### config.mk
export PLATFORM = sky130hd
export DESIGN_NAME = an3_decoder
export DESIGN_NICKNAME = d
export VERILOG_FILES = /design/src/rtl/an3_pkg.sv /design/src/rtl/an3_step.sv /design/src/rtl/an3_decoder.sv
export SDC_FILE = /design/constraint.sdc
export NUM_CORES = 1
export LEC_CHECK = 0
export ABC_CLOCK_PERIOD_IN_PS = 3200
export CAP_MARGIN = 20
export CORE_ASPECT_RATIO = 0.7
export CORE_UTILIZATION = 50
export DETAILED_ROUTE_END_ITERATION = 12
export PLACE_DENSITY = 0.75
export REMOVE_ABC_BUFFERS = 1
export SLEW_MARGIN = 20
export SYNTH_ARGS = -nofsm -noshare
export SYNTH_HDL_FRONTEND = slang
export SYNTH_SLANG_ARGS = --single-unit
### constraint.sdc
create_clock -name clk -period 3.2 [get_ports clk]
set_clock_uncertainty 0.2 [all_clocks]
set_input_delay 0.8 -clock clk [delete_from_list [all_inputs] [get_ports clk]]
set_output_delay 0.8 -clock clk [all_outputs]
set_load 0.02 [all_outputs]
### src/rtl/an3_pkg.sv
// Shared types and helpers for the bit-serial AN (A=3) code decoder.
//   state_t       : decoder FSM states IDLE / SHIFT / DONE
//   residue_t     : 2-bit running remainder (encodings 00/01/10; 11 unused)
//   ERR_CNT_W     : width of the optional error counter
//   next_residue  : one long-division step by 3, returns {q_bit, r_next}
package an3_pkg;

  typedef enum logic [1:0] {
    IDLE  = 2'd0,
    SHIFT = 2'd1,
    DONE  = 2'd2
  } state_t;

  typedef logic [1:0] residue_t;

  localparam int ERR_CNT_W = 8;

  // t = 2*r + b lies in 0..5, so one conditional subtract of 3 is enough.
  // The unreachable residue 11 is treated as 0 so a corrupted register can
  // never propagate an out-of-range remainder.
  function automatic logic [2:0] next_residue(input residue_t r, input logic b);
    residue_t   r_eff;
    logic [2:0] t;
    logic [2:0] d;
    r_eff = (r == 2'd3) ? 2'd0 : r;
    t     = {r_eff, b};
    d     = t - 3'd3;
    if (t >= 3'd3) begin
      return {1'b1, d[1:0]};
    end
    return {1'b0, t[1:0]};
  endfunction

endpackage

### src/rtl/an3_step.sv
// One combinational divide-by-3 step.
//   r      : current remainder
//   b      : next dividend bit (MSB first)
//   r_next : remainder after this step
//   q_bit  : quotient bit produced by this step
module an3_step
  import an3_pkg::*;
(
  input  residue_t r,
  input  logic     b,
  output residue_t r_next,
  output logic     q_bit
);

  logic [2:0] step;

  assign step   = next_residue(r, b);
  assign q_bit  = step[2];
  assign r_next = step[1:0];

endmodule

### src/rtl/an3_decoder.sv
// Bit-serial decoder for the AN (A=3) residue code. Divides a CODE_W-bit code
// word by 3, MSB first, one bit per clock, and reports the quotient, the final
// remainder and an error flag (non-zero remainder or quotient overflow).
//
// Ports:
//   clk, rst_n          : clock, asynchronous active-low reset
//   code_i, in_valid    : input word and its valid
//   in_ready            : high only in IDLE
//   dat_o               : quotient, low DATA_W bits
//   reminder            : final remainder 0..2
//   err_o               : remainder != 0 or quotient does not fit DATA_W
//   out_valid, out_ready: result handshake
//   err_cnt             : saturating count of erroneous results delivered;
//                         present only when AN3_DEC_ERR_CNT_EN is defined
//
// Handshakes: a transfer happens on a rising edge where valid && ready are
// both high. A producer holding valid keeps its data stable until the transfer;
// ready may be low for any number of cycles. Input is accepted only in IDLE,
// the result is held in DONE until out_ready, so accept and output handshake
// never share a cycle.
module an3_decoder
  import an3_pkg::*;
#(
  parameter int DATA_W = 8,
  parameter int CODE_W = DATA_W + 2
) (
  input  logic                 clk,
  input  logic                 rst_n,
  input  logic [CODE_W-1:0]    code_i,
  input  logic                 in_valid,
  output logic                 in_ready,
  output logic [DATA_W-1:0]    dat_o,
  output logic [1:0]           reminder,
  output logic                 err_o,
`ifdef AN3_DEC_ERR_CNT_EN
  output logic [ERR_CNT_W-1:0] err_cnt,
`endif
  output logic                 out_valid,
  input  logic                 out_ready
);

  localparam int CNT_W = $clog2(CODE_W);

  state_t              state;
  state_t              state_nxt;
  logic [CODE_W-1:0]   shift_q;
  logic [CODE_W-1:0]   quot_q;
  logic [CODE_W-1:0]   quot_nxt;
  residue_t            r_q;
  residue_t            r_next;
  logic                q_bit;
  logic [CNT_W-1:0]    cnt_q;
  logic                accept;
  logic                last_bit;

  assign in_ready = (state == IDLE);
  assign accept   = in_valid && in_ready;
  assign last_bit = (cnt_q == '0);

  an3_step u_step (
    .r      (r_q),
    .b      (shift_q[CODE_W-1]),
    .r_next (r_next),
    .q_bit  (q_bit)
  );

  // Quotient including the bit produced this cycle; on the last step this is
  // the complete CODE_W-bit quotient.
  assign quot_nxt = {quot_q[CODE_W-2:0], q_bit};

  always_ff @(posedge clk or negedge rst_n) begin
    if (!rst_n) begin
      state <= IDLE;
    end else begin
      state <= state_nxt;
    end
  end

  always_comb begin
    state_nxt = state;
    unique case (state)
      IDLE:    if (accept)    state_nxt = SHIFT;
      SHIFT:   if (last_bit)  state_nxt = DONE;
      DONE:    if (out_ready) state_nxt = IDLE;
      default:                state_nxt = IDLE;
    endcase
  end

  always_ff @(posedge clk or negedge rst_n) begin
    if (!rst_n) begin
      shift_q   <= '0;
      quot_q    <= '0;
      r_q       <= '0;
      cnt_q     <= '0;
      dat_o     <= '0;
      reminder  <= '0;
      err_o     <= 1'b0;
      out_valid <= 1'b0;
    end else begin
      unique case (state)
        IDLE: begin
          if (accept) begin
            shift_q <= code_i;
            quot_q  <= '0;
            r_q     <= '0;
            cnt_q   <= CNT_W'(CODE_W - 1);
          end
        end
        SHIFT: begin
          shift_q <= {shift_q[CODE_W-2:0], 1'b0};
          quot_q  <= quot_nxt;
          r_q     <= r_next;
          if (last_bit) begin
            dat_o     <= quot_nxt[DATA_W-1:0];
            reminder  <= r_next;
            err_o     <= (r_next != 2'd0) || (|quot_nxt[CODE_W-1:DATA_W]);
            out_valid <= 1'b1;
          end else begin
            cnt_q <= cnt_q - 1'b1;
          end
        end
        DONE: begin
          if (out_ready) begin
            out_valid <= 1'b0;
          end
        end
        default: begin
          out_valid <= 1'b0;
        end
      endcase
    end
  end

`ifdef AN3_DEC_ERR_CNT_EN
  always_ff @(posedge clk or negedge rst_n) begin
    if (!rst_n) begin
      err_cnt <= '0;
    end else if (out_valid && out_ready && err_o && (err_cnt != {ERR_CNT_W{1'b1}})) begin
      err_cnt <= err_cnt + 1'b1;
    end
  end
`endif

endmodule
Yosys cells after proc, flatten, opt, wreduce, memory -nomap -nowiden:

Index checks and enable logic that the tools add are counted.

* word-level logic and storage cells: 52
* output and inout bits: 13
* register bits: 39
* input bits: 14

* reductions and logical operators: 12
* add/sub/neg operators: 2
* multiplexer cells: 20
* bitwise operators: 1
* $lt $le $gt $ge: 1
* eq/ne operators: 7

Operators by type and width (number)
* $pmux W10 S2: 1
* $pmux W9 S2: 1
* $mux W10: 1
* $mux W2: 5
* $mux W9: 1
* $reduce_and A3 Y1: 3
* $mux W4: 2
* $pmux W4 S2: 1
* $mux W3: 2
* $ne A2 B2 Y1 const B: 3
* $pmux W2 S3: 1
* $eq A2 B2 Y1 const B: 2
* $logic_not A4 Y1: 1
* $pmux W2 S2: 1
* $reduce_and A2 Y1: 2
* $reduce_bool A2 Y1: 2
* $sub A4 B1 Y4 const B: 1
* $ge A3 B2 Y1 const B: 1
* $mux W1: 3
* $pmux W1 S3: 1
* $eq A2 B1 Y1 const B: 1
* $logic_not A2 Y1: 1
* $ne A2 B1 Y1 const B: 1
* $reduce_or A2 Y1: 1
* 4 further kinds: 4

Logic depth before layout (Yosys ltp):

* word-level depth: 7
* mapped depth: 7
* gate-level depth less buffers: 7

Modules after synthesis:

Synthesis repeated with hierarchy kept, for this count alone.

* cell total of the unflattened synthesis: 139
* area, all modules: 1766.7 um^2

By module, submodules not included
* an3_decoder: cells each 127, sequential area each 975.9 um^2, instances 1, area each 1682.9 um^2
* an3_step: cells each 12, sequential area each 0.0 um^2, instances 1, area each 83.8 um^2

Least setup slack after synthesis:

Ideal clock, no wire load.

* path type: register to register
* start: reg cnt_q[0]
* end: reg dat_o[1]
* arrival time: 1.511 ns
* path slack: 1.365 ns
* library setup time: 0.125 ns
* data required time: 2.875 ns
* stages on the path, launching flop included: 6
* path buffers: 0
* period minus slack after synthesis: 1.835 ns
* cells stage by stage: dfrtp_1 -> inv_1 -> ha_1 -> or3b_4 -> nor2_8 -> mux2_2

* word-level cells in the longest chain between the ends: 2

RTL lines
* start: declaration: RTL line an3_decoder.sv:52 `logic [CNT_W-1:0] cnt_q;`
* start signal: assignment: RTL line an3_decoder.sv:106 `cnt_q <= CNT_W'(CODE_W - 1);`
* start signal: assignment: RTL line an3_decoder.sv:119 `cnt_q <= cnt_q - 1'b1;`
* $logic_not A4 Y1: RTL line an3_decoder.sv:58 `assign last_bit = (cnt_q == '0);`
* $reduce_and A2 Y1 (no source line)
* end signal: assignment: RTL line an3_decoder.sv:114 `dat_o <= quot_nxt[DATA_W-1:0];`
* end: declaration: RTL line an3_decoder.sv:32 `output logic [DATA_W-1:0] dat_o,`

No other way between the ends.
A chain may end at the register's enable or synchronous reset.

Final worst setup path:

* start: reg state[0]
* end: out in_ready

* word-level cells in the longest chain between the ends: 1

RTL lines
* start: declaration: RTL line an3_decoder.sv:44 `state_t state;`
* start signal: assignment: RTL line an3_decoder.sv:75 `state <= state_nxt;`
* $logic_not A2 Y1: RTL line an3_decoder.sv:56 `assign in_ready = (state == IDLE);`
* end: declaration: RTL line an3_decoder.sv:31 `output logic in_ready,`

No other way between the ends.

==> flow_summary.ini <==
[outcome]
status = finished, final reports clean

[timing]
setup_violations = 0
finalSetupTns_ns = 0
hold_ws_ns = 0.289
finalMaxSlewViolations = 0
worstMarginPinSlew_ns = 0.818
slew-limit-headroom = 0.454
clock.fmax_mhz = 384
min_period_ns = 2.61
hold_viol_final = 0
rsz0062_at_grt = false
period_share = 0.815

[critical_path]
rr_worst_depth = 7
crit_path_end_kind = primary output
cp.arrival_ns = 1.61
worstPathMaxFanout = 7
startpoint_type = flop
critPathKind = flop to primary output
required_ns = 2.20

[drt]
post_drt_via_cell_ratio = 5.39
wl_per_cell_um = 14.1
routed_wl_mm = 3.16
vias = 1208
dr.first_iter.drc_count = 65
drt-pass1-iter-count = 6
drcViolationCount = 0
postRouteAntennaNets = 0

[global_route]
grt_max_degree = 40
grt_pass1_vias = 1123
grt_util_all_layers = 0.198
grt_pass1_wl_mm = 5.24
antenna_found_initial = 0
grt-ovfl-total = 0

[logic_synthesis]
async_reset_ff_frac = 1.00
netlist_area_um2 = 1720
synth_enable_flop_cells = 0
syn_avg_cell_area_um2 = 11.8
ys.flop_type = dfrtp_1
seq_area_frac_synth = 0.567
syn_inst = 146
ys_seq_elements = 39
synth.top_cells.by_area = dfrtp_1, mux2i_1, mux2_2, a22o_1, o21ai_0
yosys_warnings = 0
synth_top_area_frac = 0.567
netlist-cell-type-count = 34
synth_top_cell_by_area = dfrtp_1

[cts]
cts_resized = 0
cts_max_level = 2
cts_tree = built
ctsHoldBuffers = 0
numCtsBuffers = 5
cts_sinks = 39
clk_pin_slew_worst_paths_ns = 0.07
cts-root-buf = clkbuf_8
postCtsSetupRepairBufs = 0
clock_latency_ns = 0.29
clk_path_buf_depth = 2

[finish]
areaGrowthSynthToFinish_pct = 24.1
mostFrequentLayoutCells = dfrtp_1, clkdlybuf4s50_1, nand2_1, o21ai_0, mux2i_1
nNetsFinal = 193
fill_cells = 243
regArea_um2 = 976
insertedDiodeCount = 0
multiInputGateArea_um2 = 689
layout_commonest_cell = dfrtp_1
drive_gt1_frac = 0.158

[place]
detailed_place_hpwl_mm = 2.21
port_buffers = 26
gp_congestion = 0.836

[floorplanning]
fp.dieW_um = 72.1
die_y_um = 51.1
start_util = 0.536
core-area_um2 = 3210
pin_count = 27
die_area_um2 = 3680
rows = 17

[pwr]
p_int_mw = 1.38
p_sw_frac = 0.358
seq_power_share = 0.393
irDropWorstVdd_mv = 0.503
powerDensity_nw_per_um2 = 1010
switching_power_mw = 0.770
clock_power_share = 0.195
leakage_nw = 1.00
p_comb_frac = 0.412

[min_path]
min_path_cells = 2
hold_class = flop to flop

[run]
drv_cap = 0
## worst max-delay path, stage by stage (launching register included)
cell	delay [ns]
dfrtp_1	0.45
nor2_1	0.22
clkdlybuf4s50_1	0.65
## metal layers
| layer | global-route usage | share of wire | vias to the layer above |
|---|---|---|---|
| met4 | 0.0784 | 0.019 | 0 |
| met1 | 0.271 | 0.48 | 595 |
| met5 | 0 | 0 | - |
| li1 | - | - | 572 |
| met3 | 0.0789 | 0.037 | 11 |
| met2 | 0.282 | 0.46 | 30 |
## cell families after synthesis
group           count (synthesis)  share of synthesized area
simple gates                   37                      0.112
flops                          39                      0.567
fa+ha+maj                       3                     0.0218
xor+xnor                        2                     0.0102
mux                            17                      0.107
compound gates                 38                      0.148
buf+inv                        10                     0.0342
## final timing paths
kind / startpoint / slack, ns / end
worst max register to register: r_q[0] / 1.05 / err_o
worst min-delay path: shift_q[7] / 0.29 / shift_q[7]
worst max-delay path: state[0] / 0.59 / in_ready
min in group asynchronous: rst_n / 0.40 / shift_q[4]
worst min register to register: shift_q[7] / 0.29 / shift_q[7]
max in group asynchronous: rst_n / 1.88 / quot_q[8]
## cell usage after synthesis, types with 3 or more instances
library cell / n
a21oi_1: 5
a22o_1: 8
dfrtp_1: 39
ha_1: 3
inv_1: 4
mux2_2: 7
mux2i_1: 9
nand2_1: 17
nor2_1: 8
o21ai_0: 14
## power by group through the flow
stage	registers [mW]	logic, mW	clock network (mW)
floorplan	0.894	0.522	0
global placement	0.837	0.854	0
detailed placement	0.852	0.887	0
CTS	0.845	0.891	0.426
global route	0.876	0.971	0.453
finish	0.845	0.888	0.419
## cell type report
class,count,area share
sequential,39,0.457
multi-input combinational,97,0.323
timing repair buffer,29,0.130
clock buffer,6,0.0387
tap,47,0.0275
clock inverter,2,0.0164
inverter,4,0.00703
## stage by stage
step | util | power [mW] | instance area (um^2) | setup WS (ns) | std cells
2_1_floorplan | - | 1.42 | 1680 | 0.662 | 140
3_3_place_gp | 0.628 | 1.69 | 2020 | 0.982 | 216
3_5_place_dp | 0.628 | 1.74 | 2020 | 0.921 | 216
4_1_cts | 0.665 | 2.16 | 2130 | 0.584 | 224
5_1_grt | 0.665 | 2.30 | 2130 | 0.515 | 224
6_report | 0.665 | 2.15 | 2130 | 0.593 | 224
## sequential cells by signal, indices dropped and copies added, names as in the netlist
register and flops:
state 2, dat_o 8, reminder 2, shift_q 10, out_valid 1, err_o 1, r_q 2, cnt_q 4
quot_q 9
No activity file was read; power rests on OpenSTA's default activity.
==> RTL edit 1, RTL diff (same flow settings) <==
The option `AN3_DEC_ERR_CNT_EN` is turned on by a define.
--- a/src/rtl/an3_decoder.sv
+++ b/src/rtl/an3_decoder.sv
@@ -19,4 +19,6 @@
 // the result is held in DONE until out_ready, so accept and output handshake
 // never share a cycle.
+`define AN3_DEC_ERR_CNT_EN
+
 module an3_decoder
   import an3_pkg::*;
Behaviour (old outputs only; new: err_cnt): unchanged (equiv_simple and equiv_induct, registers matched by name and starting in step).
==> RTL edit 1 against the unedited design <==
Register-to-register slack improved by 0.11 ns. Sequential cell count grew 8. Non-clock buffer count grew 9. Wire length grew 24%. Area after synthesis increased by 20%. Global-route usage up 0.21 points. Sequential power increased by 21%. Maximum frequency up 1.8%. Via count up 26%. Worst hold slack got worse by 0.017 ns. Setup slack better by 0.045 ns. Design area rose by 19%. Power grew 12%. Critical path type unchanged.
==> RTL edit 1: results (changes against the unedited design) <==
largest net degree at the start of global routing=25 (-38%); Reg area=1180 um^2 (+21%); RePlAce Congestion=0.793 (-5.2%); met2 WL=1.87 mm (+28%); routed length per placed instance=14.1 um (about the same); Synth top cells by count=dfrtp_1 (47), nand2_1 (42), a22o_1 (13), o21ai_0 (13), mux2i_1 (9); register area share after synthesis=57.1% (+0.35 points); Non-clock buffer share=14.3% (+1.3 points); comb_multi_in=130 (+34%); wire length on met1=1.79 mm (+18%); Logic inverters=3 (-1); wire length of the first global-routing pass=6.78 mm (+29%); met3 Use GR=4.59% (-3.3 points); pwr/cell area=948 nW/um^2 (-6.0%); met2 Use GR=32.4% (+4.2 points); GRT Overall Usage=20.0% (+0.21 points); Clock group=0.000339 W (-19%); Least-Margin Pin Slew=0.526 ns (-0.292 ns); Design Area, Final=2550 um^2 (+19%); Leakage=1.19 nW (+19%); HPWL Detailed=2.91 mm (+32%); Placed Cells=270 (+25%); outcome=completed; Area contributors post-synth=dfrtp_1 (57%), nand2_1 (7.7%), a22o_1 (5.5%); Reg clk slew, reported paths=0.09 ns (+0.02 ns); # port buffers=34 (+31%); share of layout cells above drive strength 1=10.2% (-5.6 points); routed via count=1519 (+26%); top flop regs=shift_q x10, quot_q x9; CP max FO=5 (-2); Iteration-0 DRC Markers=97 (+49%); Signal buffers=38 (+31%); # nets final=244 (+26%); wire length on met3=206 um (+76%)
RTL edit 1: cell families after synthesis:
kind of cell,synth area share [%]
AOI/OAI and AO/OA,11.8
xor gates and xnor gates,2.12
adders and majority gates,3.04
buffers and inverters,2.31
DFF,57.1
muxes,8.74
and+or+nand+nor,14.9
RTL edit 1: path summary, 6_finish.rpt:
| kind | from | endpoint | slack [ns] |
|---|---|---|---|
| max | state[0]$_DFFE_PN0P_ | in_ready | 0.64 |
| min | rst_n | dat_o[3]$_DFFE_PN0P_ | 0.27 |
| max reg2reg | r_q[0]$_DFFE_PN0P_ | err_o$_DFFE_PN0P_ | 1.16 |
| min reg2reg | dat_o[2]$_DFFE_PN0P_ | dat_o[2]$_DFFE_PN0P_ | 0.28 |
| max in group asynchronous | rst_n | shift_q[0]$_DFFE_PN0P_ | 1.81 |
| min in group clk | dat_o[2]$_DFFE_PN0P_ | dat_o[2]$_DFFE_PN0P_ | 0.28 |
==> RTL edit 2, RTL diff (config.mk and constraints unchanged) <==
Without the edit above. The 3 states of `state_t` get a one-hot encoding in 3 bits.
--- a/src/rtl/an3_pkg.sv
+++ b/src/rtl/an3_pkg.sv
@@ -6,8 +6,8 @@
 package an3_pkg;
 
-  typedef enum logic [1:0] {
-    IDLE  = 2'd0,
-    SHIFT = 2'd1,
-    DONE  = 2'd2
+  typedef enum logic [2:0] {
+    IDLE  = 3'b001,
+    SHIFT = 3'b010,
+    DONE  = 3'b100
   } state_t;
 
Formal check against the unedited RTL: same outputs for any inputs over 10 cycles, from zero or initial values and one cycle with rst_n low; not proved beyond that.
==> RTL edit 2 against the unedited design <==
Sequential cell count up 1. Setup slack worse by 0.090 ns. Largest power group is now sequential cells. Worst hold slack worse by 0.012 ns. Count of clock-buffer cells in the layout down 1. Combinational power down 39%. Non-clock buffer count unchanged. Global-route usage down 0.17 points. Maximum frequency down 3.4%. Power down 21%. Design area down 0.12%. Wire length down 0.25%. First-iteration DRC count up 68%. Area after synthesis down 0.29%.
==> RTL edit 2: results (changes against the unedited design) <==
Synth Area in Adders=2.19% (+0.0064 points); Clock-cell share=5.40% (-0.11 points); First-pass DRT Iterations=4 (-2); Top delay family on crit path=flip-flops; # nets final=207 (+7.3%); Finished Layout Cells=238 (+6.3%); Post-Synthesis Cell Area=1720 um^2 (-0.29%); average cell area after synthesis=10.7 um^2 (-9.6%); outcome=completed; #FFs+latches synth=40 (+2.6%); GRT Overall Usage=19.6% (-0.17 points); worst hold start=dat_o[3]$_DFFE_PN0P_; area of the multi-input gates=656 um^2 (-4.9%); peak supply drop=0.490 mV (-2.6%); routed via count=1239 (+2.6%); fmax=371 MHz (-3.4%); Slowest cell on crit path=dfstp_2; Leakage=0.977 nW (-2.3%); RR Startpoint=state[1]$_DFFE_PN0P_; register area share after synthesis=58.4% (+1.7 points); beginning of the critical path=state[0]$_DFFE_PN1P_; Least-Margin Pin Slew=0.848 ns (+0.0297 ns); Unique masters post-synth=33 (-2.9%); wire length of the first global-routing pass=5.31 mm (+1.3%); RePlAce Congestion=0.806 (-3.6%); final WL=3.15 mm (-0.25%); CP max stage delay=0.61 ns (-0.04 ns); synthesis-to-finish area growth=24.3%
==> RTL edit 2: cell count changes in the layout (fill, tap and decap cells not counted), moves of 2 or more <==
cell / delta
nand2b_1: +2
a21oi_1: -2
o21ai_0: +3
inv_1: +2
nand2_1: +20
nor2_2: -2
a21o_1: -2
mux2_2: -6
==> RTL edit 2: power groups by stage <==
stage / combinational, W / clock [W] / sequential (W)
CTS: 0.000544 / 0.000428 / 0.000737
global placement: 0.000513 / 0 / 0.000737
global route: 0.000597 / 0.000442 / 0.000755
floorplan: 0.000347 / 0 / 0.000740
finish: 0.000541 / 0.000420 / 0.000737
detailed placement: 0.000543 / 0 / 0.000745
==> RTL edit 2: path summary, 6_finish.rpt <==
path / slack (ns) / depth (start not counted) / end
setup / recovery: 0.50 / 3 / in_ready
hold / removal: 0.28 / 2 / dat_o[3]$_DFFE_PN0P_
setup reg to reg: 1.14 / 4 / err_o$_DFFE_PN0P_
hold reg to reg: 0.28 / 2 / dat_o[3]$_DFFE_PN0P_
max in group asynchronous: 1.86 / 1 / shift_q[3]$_DFFE_PN0P_
min in group asynchronous: 0.40 / 1 / dat_o[7]$_DFFE_PN0P_
==> RTL edit 2: logic make-up after synthesis <==
logic type	count (synthesis)
multiplexers	11
flip-flops	40
XOR/XNOR	1
AND/OR/NAND/NOR	58
AO/OA/AOI/OAI	35
buffers and inverters	13
adder cells (fa/ha/maj)	3
==> RTL edit 2: routing by layer <==
metal	global-route usage (%)	vias up	share of wire [%]
li1	-	609	-
met1	26.5	601	50
met2	29.9	25	45
met3	5.33	4	3.8
met4	9.15	0	0.98
met5	0	-	0
==> RTL edit 2: tightest hold or removal path, delay by kind of cell, from the launching register on <==
kind	cells	cell delay [ns]
DFF	1	0.35
and+or+nand+nor	2	0.10
